`config.mk`:
```
export PLATFORM = sky130hd
export DESIGN_NAME = aes_mixcolumn_state_inv_iter
export DESIGN_NICKNAME = d
export VERILOG_FILES = /design/src/rtl/aes_pkg.sv /design/src/rtl/aes_mixcolumn_byte_inv.sv /design/src/rtl/aes_mixcolumn_state_inv_iter.sv
export SDC_FILE = /design/constraint.sdc
export NUM_CORES = 1
export LEC_CHECK = 0
export BUFFER_PORTS_ARGS = -buffer_cell sky130_fd_sc_hd__buf_2
export CAP_MARGIN = 20
export CORE_MARGIN = 2
export CORE_UTILIZATION = 55
export CTS_CLUSTER_DIAMETER = 80
export CTS_CLUSTER_SIZE = 28
export DETAILED_ROUTE_END_ITERATION = 8
export PLACE_DENSITY = 0.89
export SLEW_MARGIN = 10
export SYNTH_ARGS = -nofsm -noshare
export SYNTH_HDL_FRONTEND = slang
export SYNTH_HIERARCHICAL = 1
export SYNTH_SLANG_ARGS = --single-unit
```
`constraint.sdc`:
```
create_clock -name clk -period 4.2 [get_ports clk]
set_clock_uncertainty 0.1 [all_clocks]
set_input_delay 0.21 -clock clk [delete_from_list [all_inputs] [get_ports clk]]
set_output_delay 0.21 -clock clk [all_outputs]
set_load 0.02 [all_outputs]
```
`src/rtl/aes_pkg.sv`:
```
// Shared AES types plus the coefficient select/rotate used by the iterative InvMixColumns engine.
package aes_pkg;

    typedef logic [127:0] aes_state_t;
    typedef logic [31:0]  aes_word_t;

    typedef enum logic [1:0] {
        IDLE,
        BUSY,
        DONE
    } mcinv_state_e;

    localparam int MCINV_BYTES = 16;

    // prod holds {e*x, 9*x, d*x, b*x}; byte j of the result gets the product
    // for inverse-matrix entry (row - j) mod 4 in the order e, b, d, 9.
    function automatic aes_word_t mcinv_contrib(input aes_word_t prod, input logic [1:0] row);
        logic [7:0] coef [4];
        logic [1:0] sel;
        aes_word_t  res;
        coef[0] = prod[31:24];
        coef[1] = prod[7:0];
        coef[2] = prod[15:8];
        coef[3] = prod[23:16];
        res = '0;
        for (int j = 0; j < 4; j++) begin
            sel = row - 2'(j);
            res[8*j +: 8] = coef[sel];
        end
        return res;
    endfunction

endpackage

```
`src/rtl/aes_mixcolumn_byte_inv.sv`:
```
// Multiplies one state byte by the four InvMixColumns coefficients in GF(2^8).
// Purely combinational; out_word = {e*x, 9*x, d*x, b*x}.
module aes_mixcolumn_byte_inv (
    input  logic [7:0]  in_byte,
    output logic [31:0] out_word
);

    function automatic logic [7:0] xtime(input logic [7:0] b);
        return {b[6:0], 1'b0} ^ (b[7] ? 8'h1b : 8'h00);
    endfunction

    logic [7:0] x2;
    logic [7:0] x4;
    logic [7:0] x8;

    always_comb begin
        x2 = xtime(in_byte);
        x4 = xtime(x2);
        x8 = xtime(x4);
        out_word[31:24] = x8 ^ x4 ^ x2;
        out_word[23:16] = x8 ^ in_byte;
        out_word[15:8]  = x8 ^ x4 ^ in_byte;
        out_word[7:0]   = x8 ^ x2 ^ in_byte;
    end

endmodule

```
`src/rtl/aes_mixcolumn_state_inv_iter.sv`:
```
// Iterative InvMixColumns over a 128-bit state: one byte per cycle, 16 cycles per state,
// valid/ready on both sides with no overlap between output drain and the next accept.
module aes_mixcolumn_state_inv_iter
    import aes_pkg::*;
#(
    parameter int STATE_W = 128
) (
    input  logic               clk,
    input  logic               rst,
    input  logic               in_valid,
    output logic               in_ready,
    input  logic [STATE_W-1:0] in_state,
    input  logic               flush,
    output logic               out_valid,
    input  logic               out_ready,
    output logic [STATE_W-1:0] out_state
);

    mcinv_state_e state_q, state_d;
    logic [3:0]   count_q, count_d;
    aes_state_t   src_q, src_d;
    aes_word_t    acc_q, acc_d;
    aes_state_t   result_q, result_d;
    logic         in_ready_q, in_ready_d;
    logic         out_valid_q, out_valid_d;

    logic [7:0]   cur_byte;
    aes_word_t    prod;
    aes_word_t    col_word;

    assign cur_byte = src_q[{count_q, 3'b000} +: 8];

    aes_mixcolumn_byte_inv u_byte_inv (
        .in_byte  (cur_byte),
        .out_word (prod)
    );

    assign col_word = acc_q ^ mcinv_contrib(prod, count_q[1:0]);

    always_comb begin
        state_d  = state_q;
        count_d  = count_q;
        src_d    = src_q;
        acc_d    = acc_q;
        result_d = result_q;

        case (state_q)
            IDLE: begin
                if (in_valid && in_ready_q) begin
                    src_d   = in_state;
                    count_d = 4'd0;
                    acc_d   = '0;
                    state_d = BUSY;
                end
            end
            BUSY: begin
                count_d = count_q + 4'd1;
                // Last row of a column completes it; the accumulator restarts for the next one.
                if (count_q[1:0] == 2'd3) begin
                    result_d[{count_q[3:2], 5'b00000} +: 32] = col_word;
                    acc_d = '0;
                end else begin
                    acc_d = col_word;
                end
                if (count_q == 4'(MCINV_BYTES - 1)) begin
                    state_d = DONE;
                end
            end
            DONE: begin
                if (out_valid_q && out_ready) begin
                    state_d = IDLE;
                end
            end
            default: state_d = IDLE;
        endcase

        if (flush) begin
            state_d = IDLE;
            count_d = 4'd0;
            acc_d   = '0;
        end

        in_ready_d  = (state_d == IDLE);
        out_valid_d = (state_d == DONE);
    end

    always_ff @(posedge clk) begin
        if (rst) begin
            state_q     <= IDLE;
            count_q     <= 4'd0;
            src_q       <= '0;
            acc_q       <= '0;
            result_q    <= '0;
            in_ready_q  <= 1'b0;
            out_valid_q <= 1'b0;
        end else begin
            state_q     <= state_d;
            count_q     <= count_d;
            src_q       <= src_d;
            acc_q       <= acc_d;
            result_q    <= result_d;
            in_ready_q  <= in_ready_d;
            out_valid_q <= out_valid_d;
        end
    end

    assign in_ready  = in_ready_q;
    assign out_valid = out_valid_q;
    assign out_state = result_q;

endmodule

```
==> results.md, run 1 <==
- Die X-Extent: 158 microns
- Num ports: around 260
- Final setup fails: 0
- Filler Cells Inserted: about 1.7k
- Clk Latency, worst-skew pair: roughly 0.51 ns
- Clock-pin slew on the worst setup and hold paths: roughly 0.11 ns
- Layout cells sized above 1: 0.232
- Via-per-instance ratio: about 6
- RSZ-0062 raised after global routing: false
- Final Critical Period: 4.03 ns
- Seq pwr share: 0.527
- Worst VDD drop: roughly 280 uV
- Most common cell after layout, fill and taps aside: dfxtp_1
- Commonest cells after routing, fill and taps aside: dfxtp_1 (294), nand2_1 (268), buf_2 (261), a21oi_1 (135), dlygate4sd3_1 (131)
- Worst hold path class: input pin to register
- Worst rel slew slack: 0.294
- Die Height: 158 microns
- Part of the cycle the worst path needs: 0.959
- Mapped Avg Cell Area: about 9.5 sq um
- Required @ worst endpoint: ~4.5 ns
- HPWL Detailed: about 23,000 microns
- Synth unique cells: 44
- Dominant cells by area after synthesis: dfxtp_1 (45%), mux4_2 (11%), nand2_1 (7.7%)
- Worst Setup End Kind: register
- Post-synth top area cell: dfxtp_1
- Final GP Congestion: 0.891
- Seq/Total Area, Yosys: 0.454
- Gate Count Post-Synth: approximately 1.4k
- Vias: roughly 12k
- N_diodes: 0
- Core Region: about 23,000 sq um
- Largest net degree at the start of global routing: between 150 and 200
- Power Total: around 5800 uW
- Initial DRC count: about 1.3k
- Clock power share: 0.276
- Pint: ~4200 uW
- Vias in the first global route: approximately 12k
- First-pass GRT wire length: 61,500 microns
- Total wire length: just under 40,000 microns
- CTS root buffer: clkbuf_16
- Yosys reg bits: slightly below 300
- Antenna violations before repair: 0
- First-pass DRT Iterations: 5
- Starting density of the core: 0.558
- Grt total ovfl: 0
- Mapped cell area: 13,100 sq um
- Leak Pwr: approximately 0.0062 uW
- DIE AREA: roughly 25,000 sq um
- Drt drc: 0
- Share of the synthesized area in the top cell type: 0.454
- CTS Sinks: 296
- CP max FO: 12
- CTS H-Tree Depth: 1
- CTS Buffer Depth: 3
- TNS Setup: 0 ns
- Final-report hold violation count: 0
- Combinational power share: 0.197
- P per Cell Area: between 300 and 400 nW/um^2
- Area Growth Syn to Fin: 24.8%
- Post-CTS setup buffer count: 0
- Top FF cell, synth: dfxtp_1
- Syn nets: between 1.5k and 2k
- CTS tree: built
- Total clock buffers created by CTS: 14
- Worst Max-Slew Pin Slew: between 1 and 1.5 ns
- Yosys warns: 6
- Row count: 56
- CP Class: register to register
- I/O Buffers: ~260
- Final ANT Viol Nets: 0
- Post-synth EDFFs: 0
- Total Nets Final: approximately 1.8k
- Switch share: 0.281
- Slew Limit Fails: 0
- Asr flop ratio synth: 0
- Status: complete, no violations
- Routed wire per std cell: around 20 microns
- CP arrival: roughly 4.3 ns
- Switching power: 1640 uW
- Startpoint types: register
- F_max: 0.248 GHz
- All-Layer GR Usage: 0.308
- Max-Cap Viols: 0
[per-stage QoR]
step                utilization  hold WS [ns]  std cells  worst slack (ns)  area, sq um
floorplan                     -         0.239       1377             0.426        13100
finish                    0.696         0.173       2011             0.171        16300
global route              0.696         0.253       2011           0.00382        16300
detailed placement        0.619         0.344       1859             0.237        14500
CTS                       0.693         0.169       2009             0.180        16200
global placement          0.619         0.339       1859             0.279        14500
[cells by family after synthesis]
family	synth area share
flip-flops	0.454
XOR/XNOR	0.0578
multiplexers	0.110
adder cells (fa/ha/maj)	0.00575
AO/OA/AOI/OAI	0.154
buffers and inverters	0.0544
AND/OR/NAND/NOR	0.164
[power groups by stage]
| stage | Sequential, uW | Combinational, uW | Clock (uW) |
|---|---|---|---|
| finish | 3070 | 1150 | 1600 |
| floorplan | 3090 | 697 | 0 |
| global placement | 3110 | 965 | 0 |
| CTS | 3060 | 1090 | 1620 |
| detailed placement | 3120 | 993 | 0 |
| global route | 3090 | 1230 | 1710 |
[what timing repair did]
action,CTS,global route
setup endpoints to repair,0,13
hold buffers,131,0
gates resized for setup,0,6
hold endpoints to repair,131,0
[routing by layer]
layer / part of all wire / vias to the layer above / track usage / wire (microns)
met5: 0 / - / 0 / 0
met4: 0.034 / 0 / 0.102 / 1370
met3: 0.093 / 119 / 0.0501 / 3690
met2: 0.49 / 723 / 0.541 / 19300
met1: 0.38 / 5887 / 0.388 / 15200
li1: - / 5486 / - / -
[flip-flops by register name, summed over array words and instances (netlist names)]
signal,cells
out_valid,1
state_q,2
in_ready,1
count_q,4
src_q,128
out_state,128
acc_q,32
[path summary, 6_finish.rpt]
check / from / end / slack (ns) / cells after the start
worst max-delay path: count_q[0]$_SDFFE_PP0P_ / out_state[12]$_SDFFE_PP0P_ / 0.17 / 10
worst min-delay path: in_valid / count_q[1]$_SDFFE_PP0P_ / 0.17 / 4
worst max register to register: count_q[0]$_SDFFE_PP0P_ / out_state[12]$_SDFFE_PP0P_ / 0.17 / 10
worst min register to register: src_q[18]$_SDFFE_PP0P_ / src_q[18]$_SDFFE_PP0P_ / 0.36 / 2
[cells in the mapped netlist (2+ instances only)]
cell type  count
dfxtp_1      296
nand2_1      268
a21oi_1      135
nand3b_1      96
clkbuf_1      85
a31oi_1       64
mux4_2        64
o21ai_0       58
xnor2_1       54
o21ai_1       41
inv_1         35
or3_1         33
buf_2         32
o32ai_1       32
a22oi_1       16
xor2_1        14
ha_1           6
nor2_1         5
buf_4          4
nor2b_1        4
nand4b_1       3
xnor3_1        3
a311oi_1       2
buf_1          2
buf_12         2
buf_6          2
nand3_1        2
or3b_1         2
xor3_1         2
[critical path: stages (launching register included)]
cell and delay, ns:
dfxtp_4 0.50, buf_12 0.19, mux4_2 0.53, a22oi_1 0.19
nand2_1 0.22, buf_4 0.24, xor2_4 0.17, xor3_1 0.51
mux4_2 0.54, xnor2_1 0.47, o21ai_0 0.19
[area by class of cell]
cell class	count	area (sq um)	share of cell area
Sequential cell	296	5930	0.364
Clock buffer	16	379	0.0233
Tap cell	319	399	0.0245
Clock inverter	3	42.5	0.00261
Timing Repair Buffer	423	2920	0.179
Multi-Input combinational cell	919	6500	0.399
Inverter	35	131	0.00806
No activity file was read; power rests on OpenSTA's default activity.
==> run 2: changes to the inputs <==
Settings changed: CELL_PAD_IN_SITES_DETAIL_PLACEMENT from default to 2, CELL_PAD_IN_SITES_GLOBAL_PLACEMENT from default to 2, CORE_UTILIZATION 55 to 34, RECOVER_POWER from default to 100.
==> results.md, run 2 (same netlist as run 1, synthesis figures left out) <==
- Slew Limit Fails: 129 (+129)
- All-Layer GR Usage: 0.272 (-0.0366)
- Core Region: 37,800 sq um (+61%)
- CTS Buffer Depth: 3 (unchanged)
- Final Critical Period: 4.09 ns (+0.0612 ns)
- Most common cell after layout, fill and taps aside: dfxtp_1
- CTS H-Tree Depth: 1 (unchanged)
- Clock-pin slew on the worst setup and hold paths: 0.10 ns (about the same)
- Total Nets Final: 1,838 (+0.55%)
- P per Cell Area: 378 nW/um^2 (+5.7%)
- Worst hold path class: input pin to register
- Worst Setup End Kind: register
- F_max: 0.245 GHz (-1.5%)
- Die Height: 200 microns (+26%)
- Commonest cells after routing, fill and taps aside: dfxtp_1 (294), nand2_1 (267), a21oi_1 (135), clkbuf_1 (135), buf_2 (131)
- CTS Sinks: 296 (unchanged)
- Post-Place Cell Area: 14,800 sq um (+2.2%)
- Via-per-instance ratio: 5.47 (-9.9%)
- Layout cells sized above 1: 0.161 (-0.0710)
- Part of the cycle the worst path needs: 0.974 (+0.0146)
- DIE AREA: 40,000 sq um (+60%)
- Die X-Extent: 200 microns (+26%)
- Post-layout instance area: 16,500 sq um (+1.5%)
- Final-report hold violation count: 0 (unchanged)
- Required @ worst endpoint: 4.53 ns (+0.07 ns)
- First-pass DRT Iterations: 4 (-1)
- Worst VDD drop: 220 uV (-20%)
- Drt drc: 0 (unchanged)
- Routed wire per std cell: 24.7 microns (+26%)
- Starting density of the core: 0.346 (-0.212)
- Leak Pwr: 0.00570 uW (-8.0%)
- I/O Buffers: 262 (unchanged)
- Vias: 12.2k (-0.16%)
- Reg2reg setup slack: 0.11 ns (-0.06 ns)
- CTS root buffer: clkbuf_16
- First-pass GRT wire length: 83,100 microns (+35%)
- Clk Latency, worst-skew pair: 0.53 ns (+0.02 ns)
- Final GP Congestion: 0.865 (-3.0%)
- Vias in the first global route: 13.6k (+17%)
- Total clock buffers created by CTS: 17 (+3)
- CP max FO: 12 (unchanged)
- Startpoint types: register
- Num ports: 263 (unchanged)
- Max-Cap Viols: 1 (+1)
- Post-CTS setup buffer count: 0 (unchanged)
- CTS tree: built
- HPWL Detailed: 33,700 microns (+44%)
- Final setup fails: 0 (unchanged)
- Grt total ovfl: 0 (unchanged)
- Total wire length: 55,100 microns (+39%)
- Dpl cells: 2,060 (+11%)
- CP Class: register to register
- Row count: 71 (+27%)
- Worst Max-Slew Pin Slew: 2.66 ns (+1.60 ns)
- CP arrival: 4.42 ns (+0.13 ns)
- Initial DRC count: 743 (-43%)
- Status: finished with violations
- Failing checks: max-capacitance violations, max-slew violations
- Final ANT Viol Nets: 0 (unchanged)
- Area Growth Syn to Fin: 26.7%
- Antenna violations before repair: 11 (+11)
- Worst rel slew slack: -0.773 (-1.07)
- Largest net degree at the start of global routing: 136 (-11%)
- Post-Layout Cell Count: 2,229 (+11%)
run 2: cell types whose count changed in the layout (fill, tap and decap cells not counted), sizes merged, moves of 5 or more:
cell,before,now
clkbuf,16,156
buf,292,162
diode,0,13
inv,35,40
run 2: per-stage QoR:
stage	TNS [ns]	util	hold WS (ns)	setup slack (ns)	total power (uW)
floorplan	0	-	0.239	0.426	3790
global placement	0	0.392	0.341	0.214	4170
global route	-0.0715	0.438	0.208	-0.0279	6490
CTS	0	0.441	0.194	0.00566	6230
finish	0	0.438	0.179	0.110	6250
detailed placement	0	0.392	0.349	0.0110	4270
run 2: per-layer routing:
metal,GRT usage,routed length [microns],share of wire,vias to the layer above
li1,-,-,-,5524
met1,0.316,21900,0.40,6177
met3,0.0361,2270,0.041,126
met4,0.119,2440,0.044,0
met2,0.499,28500,0.52,369
met5,0,0,0,-
run 2: critical path, cell delays in order, from the launching register on:
cell	delay (ns)
dfxtp_4	0.53
mux4_2	0.54
a22oi_1	0.37
nand2_1	0.27
buf_4	0.25
xnor2_1	0.33
xor3_1	0.46
mux4_2	0.54
or3_1	0.37
a31oi_1	0.23
run 2: report_power, final:
| part | internal (uW) | leakage [uW] | switching [uW] |
|---|---|---|---|
| Sequential | 2950 | 0.00240 | 136 |
| Combinational | 543 | 0.00304 | 721 |
| Clock | 803 | 0.000260 | 1100 |
| Total | 4300 | 0.00570 | 1960 |
run 2: layout make-up:
cell class / instances / area (sq um)
clock inverter: 7 / 109
fill: 4094 / 21200
inverter: 35 / 131
antenna: 13 / 32.5
timing repair buffer: 430 / 2770
tap: 511 / 639
multi-input combinational: 919 / 6500
sequential: 296 / 5930
clock buffer: 18 / 429
run 2: final timing paths:
path                                               from                endpoint  depth (start not counted)
worst max-delay path            count_q[0]$_SDFFE_PP0P_  acc_q[28]$_SDFFE_PP0P_                          9
worst min-delay path                           in_valid     in_ready$_SDFF_PP0_                          4
worst max register to register  count_q[0]$_SDFFE_PP0P_  acc_q[28]$_SDFFE_PP0P_                          9
worst min register to register   src_q[16]$_SDFFE_PP0P_  src_q[16]$_SDFFE_PP0P_                          2
run 2: what timing repair did:
action,in CTS,in global routing
gates resized for setup,0,8
endpoints found under the setup margin,0,60
hold buffers,130,0
hold endpoints to repair,131,0
